`config.mk`:
```
export PLATFORM = sky130hd
export DESIGN_NAME = fifo_burst_reader
export DESIGN_NICKNAME = d
export VERILOG_FILES = /design/src/rtl/fifo_reader_pkg.sv /design/src/rtl/stream_skid_buffer.sv /design/src/rtl/fifo_burst_reader.sv
export SDC_FILE = /design/constraint.sdc
export NUM_CORES = 1
export LEC_CHECK = 0
export CAP_MARGIN = 15
export CORE_MARGIN = 8
export CORE_UTILIZATION = 42
export CTS_CLUSTER_DIAMETER = 30
export DETAILED_ROUTE_END_ITERATION = 7
export GPL_TIMING_DRIVEN = 0
export PLACE_DENSITY = 0.74
export SLEW_MARGIN = 25
export SYNTH_ARGS = -nofsm -noshare
export SYNTH_HDL_FRONTEND = slang
export SYNTH_SLANG_ARGS = --single-unit
export TNS_END_PERCENT = 20
```
`constraint.sdc`:
```
create_clock -name clock -period 2.2 [get_ports clock]
set_input_delay 0.22 -clock clock [delete_from_list [all_inputs] [get_ports clock]]
set_output_delay 0.22 -clock clock [all_outputs]
set_load 0.02 [all_outputs]
```
`src/rtl/fifo_reader_pkg.sv`:
```
`default_nettype none
// ============================================================================
//  Module      : fifo_reader_pkg
//  Description : Shared types and constants for the FIFO burst reader.
//  Revision    : 1.0 - initial release
// ============================================================================
package fifo_reader_pkg;

   // Reader FSM states.
   typedef enum logic [0:0] {
      ST_IDLE  = 1'b0,
      ST_BURST = 1'b1
   } reader_state_t;

   // Burst length used when the reader is instantiated with defaults.
   localparam int c_default_burst_len = 16;

   // Width of the completed-burst counter.
   localparam int c_burst_count_width = 32;

   // Width of the per-burst remaining-word counter: must hold 0..burst_len.
   function automatic int remaining_width(input int burst_len);
      return $clog2(burst_len + 1);
   endfunction

endpackage
`default_nettype wire

```
`src/rtl/stream_skid_buffer.sv`:
```
`default_nettype none
// ============================================================================
//  Module      : stream_skid_buffer
//  Description : Two-entry valid/ready buffer. Words come out in arrival
//                order one cycle after they are written, and the head word
//                holds steady while the sink stalls.
//  Revision    : 1.0 - initial release
// ============================================================================
module stream_skid_buffer #(
   parameter int WIDTH = 33
) (
   input  logic             clock,
   input  logic             reset,
   input  logic             in_valid,
   output logic             in_ready,
   input  logic [WIDTH-1:0] in_data,
   output logic             out_valid,
   input  logic             out_ready,
   output logic [WIDTH-1:0] out_data,
   output logic [1:0]       count
);

   logic [WIDTH-1:0] r_mem [2];
   logic             r_wr_ptr;
   logic             r_rd_ptr;
   logic [1:0]       r_count;
   logic             w_push;
   logic             w_pop;

   assign in_ready  = (r_count != 2'd2);
   assign out_valid = (r_count != 2'd0);
   assign out_data  = r_mem[r_rd_ptr];
   assign count     = r_count;
   assign w_push    = in_valid & in_ready;
   assign w_pop     = out_valid & out_ready;

   // Storage, pointers and occupancy; push and pop together keep the count.
   always_ff @(posedge clock) begin
      if (reset) begin
         r_mem[0] <= '0;
         r_mem[1] <= '0;
         r_wr_ptr <= 1'b0;
         r_rd_ptr <= 1'b0;
         r_count  <= 2'd0;
      end else begin
         if (w_push) begin
            r_mem[r_wr_ptr] <= in_data;
            r_wr_ptr        <= ~r_wr_ptr;
         end
         if (w_pop) begin
            r_rd_ptr <= ~r_rd_ptr;
         end
         case ({w_push, w_pop})
            2'b10:   r_count <= r_count + 2'd1;
            2'b01:   r_count <= r_count - 2'd1;
            default: r_count <= r_count;
         endcase
      end
   end

endmodule
`default_nettype wire

```
`src/rtl/fifo_burst_reader.sv`:
```
`default_nettype none
// ============================================================================
//  Module      : fifo_burst_reader
//  Description : Drains a show-ahead FIFO in bursts of BURST_LEN words, or
//                flushes a partial burst after TIMEOUT idle cycles, and
//                presents the words as a valid/ready stream with a last flag.
//  Revision    : 1.0 - initial release
// ============================================================================
module fifo_burst_reader
   import fifo_reader_pkg::*;
#(
   parameter int WIDTH     = 32,
   parameter int LOG_DEPTH = 10,
   parameter int BURST_LEN = c_default_burst_len,
   parameter int TIMEOUT   = 256
) (
   input  logic                           clock,
   input  logic                           reset,
   input  logic                           fifo_empty,
   input  logic [WIDTH-1:0]               fifo_q,
   input  logic [LOG_DEPTH:0]             fifo_usedw,
   output logic                           fifo_rdreq,
   output logic                           out_valid,
   input  logic                           out_ready,
   output logic [WIDTH-1:0]               out_data,
   output logic                           out_last,
   output logic                           busy,
   output logic [c_burst_count_width-1:0] burst_count
);

   localparam int c_rem_w   = remaining_width(BURST_LEN);
   localparam int c_usedw_w = LOG_DEPTH + 1;
   localparam int c_timer_w = (TIMEOUT > 1) ? $clog2(TIMEOUT) : 1;

   localparam logic [c_usedw_w-1:0] c_burst_len_usedw = c_usedw_w'(BURST_LEN);
   localparam logic [c_rem_w-1:0]   c_burst_len_rem   = c_rem_w'(BURST_LEN);
   localparam logic [c_timer_w-1:0] c_timer_max       = c_timer_w'(TIMEOUT - 1);

   reader_state_t                  r_state;
   logic [c_rem_w-1:0]             r_remaining;
   logic [c_timer_w-1:0]           r_idle_timer;
   logic [c_burst_count_width-1:0] r_burst_count;

   logic             w_buf_in_ready;
   logic             w_buf_out_valid;
   logic [WIDTH:0]   w_buf_out_data;
   logic [1:0]       w_buf_count;
   logic             w_rdreq;
   logic             w_last_tag;
   logic             w_out_valid;

   // A pop needs an open burst, a word at the FIFO head and a free buffer slot.
   assign w_rdreq    = ~reset & (r_state == ST_BURST) & (r_remaining != '0) &
                       ~fifo_empty & w_buf_in_ready;
   assign w_last_tag = (r_remaining == c_rem_w'(1));

   assign fifo_rdreq  = w_rdreq;
   assign w_out_valid = ~reset & w_buf_out_valid;
   assign out_valid   = w_out_valid;
   assign out_data    = reset ? '0 : w_buf_out_data[WIDTH-1:0];
   assign out_last    = w_out_valid & w_buf_out_data[WIDTH];
   assign busy        = ~reset & ((r_state == ST_BURST) | (w_buf_count != 2'd0));
   assign burst_count = r_burst_count;

   stream_skid_buffer #(
      .WIDTH (WIDTH + 1)
   ) u_buf (
      .clock     (clock),
      .reset     (reset),
      .in_valid  (w_rdreq),
      .in_ready  (w_buf_in_ready),
      .in_data   ({w_last_tag, fifo_q}),
      .out_valid (w_buf_out_valid),
      .out_ready (out_ready),
      .out_data  (w_buf_out_data),
      .count     (w_buf_count)
   );

   // Burst FSM: start on a full burst's worth of data or on idle timeout.
   always_ff @(posedge clock) begin
      if (reset) begin
         r_state      <= ST_IDLE;
         r_remaining  <= '0;
         r_idle_timer <= '0;
      end else begin
         case (r_state)
            ST_IDLE: begin
               if (fifo_usedw >= c_burst_len_usedw) begin
                  r_state      <= ST_BURST;
                  r_remaining  <= c_burst_len_rem;
                  r_idle_timer <= '0;
               end else if (~fifo_empty && (fifo_usedw != '0) &&
                            (r_idle_timer == c_timer_max)) begin
                  r_state      <= ST_BURST;
                  r_remaining  <= c_rem_w'(fifo_usedw);
                  r_idle_timer <= '0;
               end else if (fifo_empty) begin
                  r_idle_timer <= '0;
               end else if (r_idle_timer != c_timer_max) begin
                  r_idle_timer <= r_idle_timer + c_timer_w'(1);
               end
            end
            ST_BURST: begin
               r_idle_timer <= '0;
               if (w_rdreq) begin
                  r_remaining <= r_remaining - c_rem_w'(1);
                  if (w_last_tag) begin
                     r_state <= ST_IDLE;
                  end
               end
            end
            default: begin
               r_state <= ST_IDLE;
            end
         endcase
      end
   end

   // Count bursts as their last word leaves on the output stream.
   always_ff @(posedge clock) begin
      if (reset) begin
         r_burst_count <= '0;
      end else if (w_out_valid && out_ready && w_buf_out_data[WIDTH]) begin
         r_burst_count <= r_burst_count + 1'b1;
      end
   end

endmodule
`default_nettype wire
```
==> results of run 1 <==
[cell usage after synthesis (2+ instances only)]
library cell	instances	share of area, %
or3_1	6	0.68
nand2_1	10	0.68
dfxtp_1	51	18
mux2i_1	38	6.9
or4_1	2	0.27
nor2_1	80	5.4
clkbuf_1	16	1.1
inv_1	7	0.47
nand3_1	19	1.7
or2_2	4	0.45
nand4_1	23	2.6
ha_1	6	1.4
buf_2	4	0.36
nor4_1	3	0.34
o21ai_0	14	1.3
a21oi_1	10	0.90
mux2_2	4	0.81
nor3_1	10	0.90
buf_6	3	0.61
edfxtp_1	66	36
xnor2_1	8	1.3
xor2_1	18	2.8
and2_1	70	7.9
a311oi_1	2	0.32
buf_1	4	0.27
and3_1	14	1.6
and4_1	3	0.47
nor2b_1	3	0.34
[per-stage QoR]
stage               instance area (sq um)  utilization [%]  hold slack (ns)
floorplan                            5550                -            0.416
global placement                     6920             52.8            0.468
detailed placement                   6920             52.8            0.475
CTS                                  7600             58.1            0.387
global route                         7820             59.7            0.408
finish                               7820             59.7            0.385
[state kept, by name, indices dropped and copies added, names as in the netlist, named ones only]
name / flops
u_buf.r_rd_ptr: 1
u_buf.r_mem: 66
burst_count: 32
r_idle_timer: 8
u_buf.r_wr_ptr: 1
r_state: 1
u_buf.count: 2
r_remaining: 5
[cells by family after synthesis]
family | after synthesis
and+or+nand+nor | 256
buffers and inverters | 37
AOI/OAI and AO/OA | 38
muxes | 42
DFF | 117
adders and majority gates | 6
xor gates and xnor gates | 26
[worst min-delay path: cells and delay by family]
kind,cells,cell delay (ns)
buffers and inverters,1,0.26
and+or+nand+nor,1,0.13
muxes,1,0.15
[routing by layer]
layer,track usage (%),vias to the layer above,routed length (um)
met3,4.71,11,734
li1,-,2154,-
met2,27.7,115,6930
met5,0,-,0
met4,6.08,0,160
met1,19.0,2122,5970
[cell type report]
type	instances	area share [%]
sequential	117	38.4
multi-input combinational	371	31.3
timing repair buffer	130	16.4
clock buffer	21	5.63
tap	176	2.82
clock inverter	11	2.63
buffer	28	2.34
inverter	9	0.432
[worst paths after layout]
kind	from	end	slack [ns]	cells past startpoint
hold / removal	reset	burst_count[28]$_SDFFE_PP0P_	0.39	3
hold reg to reg	r_remaining[4]$_SDFFE_PP0P_	r_remaining[4]$_SDFFE_PP0P_	0.48	2
setup / recovery	r_state$_SDFF_PP0_	u_buf.count[1]$_SDFFE_PP0P_	0.02	7
setup reg to reg	r_state$_SDFF_PP0_	u_buf.count[1]$_SDFFE_PP0P_	0.02	7
[power by group through the flow]
stage               Clock, uW  Sequential [uW]  Combinational (uW)
floorplan                   0             2480                 381
finish                   3030             2440                 686
global route             3170             2450                 744
global placement            0             2480                 651
detailed placement          0             2490                 663
CTS                      3070             2440                 665
[repair_timing]
action,CTS,global route
buffers inserted,0,16
pin swaps,1,5
endpoints found under the setup margin,139,157
gates cloned,1,2
resized for setup,43,21
==> results.toml, run 1 <==
[status]
status = "finished clean"

[synth]
yosys_warnings = 0
yosys.area_share.simple_pct = 25.0
async_flop_share_pct = 0
synth_ff_type = "edfxtp_1"
synth_fa_ha_area_share_pct = 1.35
synth_enable_flop_cells = 66
syn_area_sq_um = 5540
synthMuxAreaShare_pct = 7.68
ys_seq_area_share_pct = 54.2
synth_top_family_by_area = "simple AND/OR/NAND/NOR gates"
ys_seq_elements = 117
synth.avg_cell_area_sq_um = 10.6
synth.net_count = 575
synth_compound_area_share_pct = 4.61
synth.distinct_cells = 52
synthXorXnorAreaFrac_pct = 4.11
synthCells = 522

[pwr]
p_clk_share_pct = 49.2
power_uw = 6160
p_comb_share_pct = 11.1
p_leak_uw = 0.00305
p_sw_share_pct = 21.4
irDropWorstVdd_v = 0.000407
p_sw_uw = 1320
powerDensity_nw_per_um2 = 788
seqPwrFrac_pct = 39.7
internal-power_uw = 4840

[floorplan]
die_w_um = 131
core-area_sq_um = 13100
start_util_pct = 42.4
fp.dieH_um = 131
row_count = 42
boundaryPins = 115
die-area_sq_um = 17100

[worst_setup_path]
cp_slowest_cell = "or3b_4"
path_class = "flop to flop"
slowest_delay_ns = 0.38
arrival_ns = 2.51
critPathCaptureType = "flop"
path_delay_family = "simple AND/OR/NAND/NOR gates"
cp.required_ns = 2.53
cp_max_fo = 5
crit_chain = "buf_6 > or3b_4 > a211oi_4 > inv_2 > ha_1 > or3_1 > a21oi_1"
crit_path_start_kind = "flop"
crit_buf_inv = 2

[placed_design]
hpwl_um = 9630
pre_cts_slack_ns = -1.02
port_buffers = 114
dp.cells = 812
gp_congestion = 0.854

[finish]
drive_above_1_share_pct = 12.2
final_cell_mix = "89 x clkdlybuf4s50_1, 79 x nor2_1, 70 x and2_1"
seqCellArea_sq_um = 3000
syn2layout_area_growth_pct = 41.0
layout_commonest_cell = "clkdlybuf4s50_1"
fillCellCount = 1058
nNetsFinal = 727
final_cells = 863
multi_input_area_sq_um = 2450
antenna-diode-count = 0

[global_routing]
grt_max_degree = 34
grt_pass1_wl_um = 21500
antenna_found_initial = 0
grt_usage_pct = 16.3
grt_overflow = 0
grt_pass1_vias = 4332

[sta]
hold_viol = 0
setup-tns-final_ns = 0
rsz0062_at_grt = "yes"
final.setup.worst_slack_ns = 0.0215
clock_skew_ns = 0.00669
slew_viol_final = 0
relSlewSlack_pct = 58.6
fmax_mhz = 459
post-route-min-period_ns = 2.18
finalSetupViolCount = 0
period_share_pct = 99.0
tightest_slew_ns = 0.615

[detailed_routing]
antenna_left = 0
vias = 4402
drtPass1Iterations = 4
drt-initial-drc-count = 242
wl_per_cell_um = 16.0
vias_per_cell = 5.10
wirelength_um = 13800
drc = 0

[clock_tree]
clock-sinks = 117
clock_path_buffers = 2
hold_buffers = 0
cts_buffers = 17
root_buffer = "clkbuf_16"
ctsHtreeMaxLevel = 4
clk_latency_ns = 0.41
clk_pin_slew_ns = 0.05
tritoncts = "done"

[flow_run]
maxCapViolCount = 0

[hold_path]
hold_class = "input pin to flop"
Note: power is estimated with default switching activity, not from simulation.
==> run 2, diff against run 1 <==
--- a/config.mk
+++ b/config.mk
@@ -10,7 +10,6 @@
 export CORE_UTILIZATION = 42
 export CTS_CLUSTER_DIAMETER = 30
 export DETAILED_ROUTE_END_ITERATION = 7
-export GPL_TIMING_DRIVEN = 0
 export PLACE_DENSITY = 0.74
 export SLEW_MARGIN = 25
 export SYNTH_ARGS = -nofsm -noshare
==> results.toml, run 2 (same netlist as run 1, synthesis figures left out) <==
[status]
status = "finished clean"

[sta]
hold_ws_ns = 0.390
clock_skew_ns = 0.00578
setup-tns-final_ns = 0
hold_viol = 0
final.setup.worst_slack_ns = 0.0872
tightest_slew_ns = 0.598
finalSetupViolCount = 0
period_share_pct = 96.0
rsz0062_at_grt = "no"
fmax_mhz = 473
post-route-min-period_ns = 2.11
slew_viol_final = 0
relSlewSlack_pct = 59.8

[worst_setup_path]
cp_max_fo = 32
r2r_cells = 6
path_class = "flop to output port"
cp.required_ns = 1.98
crit_path_start_kind = "flop"
ff2ff_setup_slack_ns = 0.21
arrival_ns = 1.89
critPathCaptureType = "output port"
rr_endpoint = "u_buf.count[1]$_SDFFE_PP0P_"
worstReg2RegStart = "r_state$_SDFF_PP0_"

[pwr]
powerDensity_nw_per_um2 = 791
irDropWorstVdd_v = 0.000461
p_leak_uw = 0.00291

[clock_tree]
ctsHtreeMaxLevel = 4
tritoncts = "done"
clock-sinks = 117
clk_pin_slew_ns = 0.05
postCtsSetupRepairBufs = 0
clk_latency_ns = 0.40
clock_path_buffers = 2
cts_buffers = 17
root_buffer = "clkbuf_16"

[hold_path]
hold_class = "input pin to flop"
worstHoldStart = "reset"
worstHoldEndpoint = "u_buf.count[0]$_SDFFE_PP0P_"
whs_path_depth = 3

[detailed_routing]
wirelength_um = 13200
drc = 0
vias = 4262
drt-initial-drc-count = 318
wl_per_cell_um = 15.7
vias_per_cell = 5.06
drtPass1Iterations = 4
antenna_left = 0

[floorplan]
start_util_pct = 42.4
boundaryPins = 115
die_w_um = 131
fp.dieH_um = 131
row_count = 42
die-area_sq_um = 17100
core-area_sq_um = 13100

[placed_design]
dp.cells = 810
pre_cts_slack_ns = -0.0706
hpwl_um = 9400
placed_area_sq_um = 7030
gp_congestion = 0.869
port_buffers = 114

[finish]
multi_input_area_sq_um = 2380
drive_above_1_share_pct = 11.1
largest_reg_flops = 66
antenna-diode-count = 0
layout_commonest_cell = "clkdlybuf4s50_1"
nNetsFinal = 706
syn2layout_area_growth_pct = 38.6
regMostFlops = "u_buf.r_mem"
fin_area_sq_um = 7680
final_cell_mix = "106 x clkdlybuf4s50_1, 80 x nor2_1, 70 x and2_1"
final_cells = 842
seqCellArea_sq_um = 3010
fillCellCount = 1068

[global_routing]
grt_overflow = 0
grt_pass1_wl_um = 21000
grt_pass1_vias = 4268
antenna_found_initial = 0
grt_usage_pct = 15.7
grt_max_degree = 48

[flow_run]
maxCapViolCount = 0
run 2: cell count changes in the layout (fill, tap and decap cells not counted), moves of 3 or more:
cell             before  now
clkdlybuf4s50_1      89  106
dlygate4sd2_1        17    0
clkbuf_1             13    1
buf_6                 8    0
buf_4                15   21
buf_2                 5    1
clkbuf_4              4    0
buf_12                2    5
or2_4                 5    2
run 2: area by class of cell:
cell class	instances	area share (%)
Timing Repair Buffer	140	18.3
Sequential cell	117	39.1
Clock inverter	14	2.70
Inverter	9	0.440
Clock buffer	18	5.59
Multi-Input combinational cell	368	30.9
Tap cell	176	2.87
run 2: layer usage:
layer | GRT usage, % | wire length [um] | share of wire (%)
met3 | 4.26 | 798 | 6.0
met5 | 0 | 0 | 0
met2 | 27.2 | 6640 | 50
met1 | 18.4 | 5670 | 43
met4 | 5.13 | 82 | 0.62
run 2: worst max path at each step:
stage	end	slack (ns)	cells past startpoint
6_report	out_data[30]	0.09	4
3_3_place_gp	fifo_rdreq	-0.04	5
4_1_cts	out_data[31]	0.04	4
5_1_grt	out_data[4]	0.002	4
3_5_place_dp	u_buf.count[1]$_SDFFE_PP0P_	-0.07	7
2_1_floorplan	u_buf.r_mem[1][0]$_SDFFCE_PN0P_	-0.14	6
run 2: critical path, stage by stage, from the launching register on:
cell	delay, ns
dfxtp_2	0.35
buf_12	0.24
mux2i_1	0.12
nor2_1	0.14
clkdlybuf4s50_1	0.63
run 2: timing repair:
| action | in CTS | in global routing |
|---|---|---|
| pin swaps | 0 | 0 |
| hold buffers | 0 | 0 |
| setup endpoints to repair | 1 | 7 |
| gates resized for setup | 1 | 7 |
run 2: per-stage QoR:
| stage | total power (uW) | utilization, % |
|---|---|---|
| 4_1_cts | 6140 | 58.6 |
| 5_1_grt | 6270 | 58.7 |
| 6_report | 6070 | 58.7 |
| 3_5_place_dp | 3180 | 53.7 |
| 3_3_place_gp | 3160 | 53.7 |
| 2_1_floorplan | 2860 | - |
run 2: report_power, final:
group	internal, uW	switching, uW	leakage (uW)
clock	2000	950	0.000301
sequential	2400	44.3	0.00110
combinational	335	341	0.00151
==> run 3, diff against run 2 <==
--- a/config.mk
+++ b/config.mk
@@ -10,6 +10,7 @@
 export CORE_UTILIZATION = 42
 export CTS_CLUSTER_DIAMETER = 30
 export DETAILED_ROUTE_END_ITERATION = 7
+export HOLD_SLACK_MARGIN = 0.12
 export PLACE_DENSITY = 0.74
 export SLEW_MARGIN = 25
 export SYNTH_ARGS = -nofsm -noshare
==> results of run 3 <==
Same layout as run 2: the final DEF is identical, and so are final timing and power.
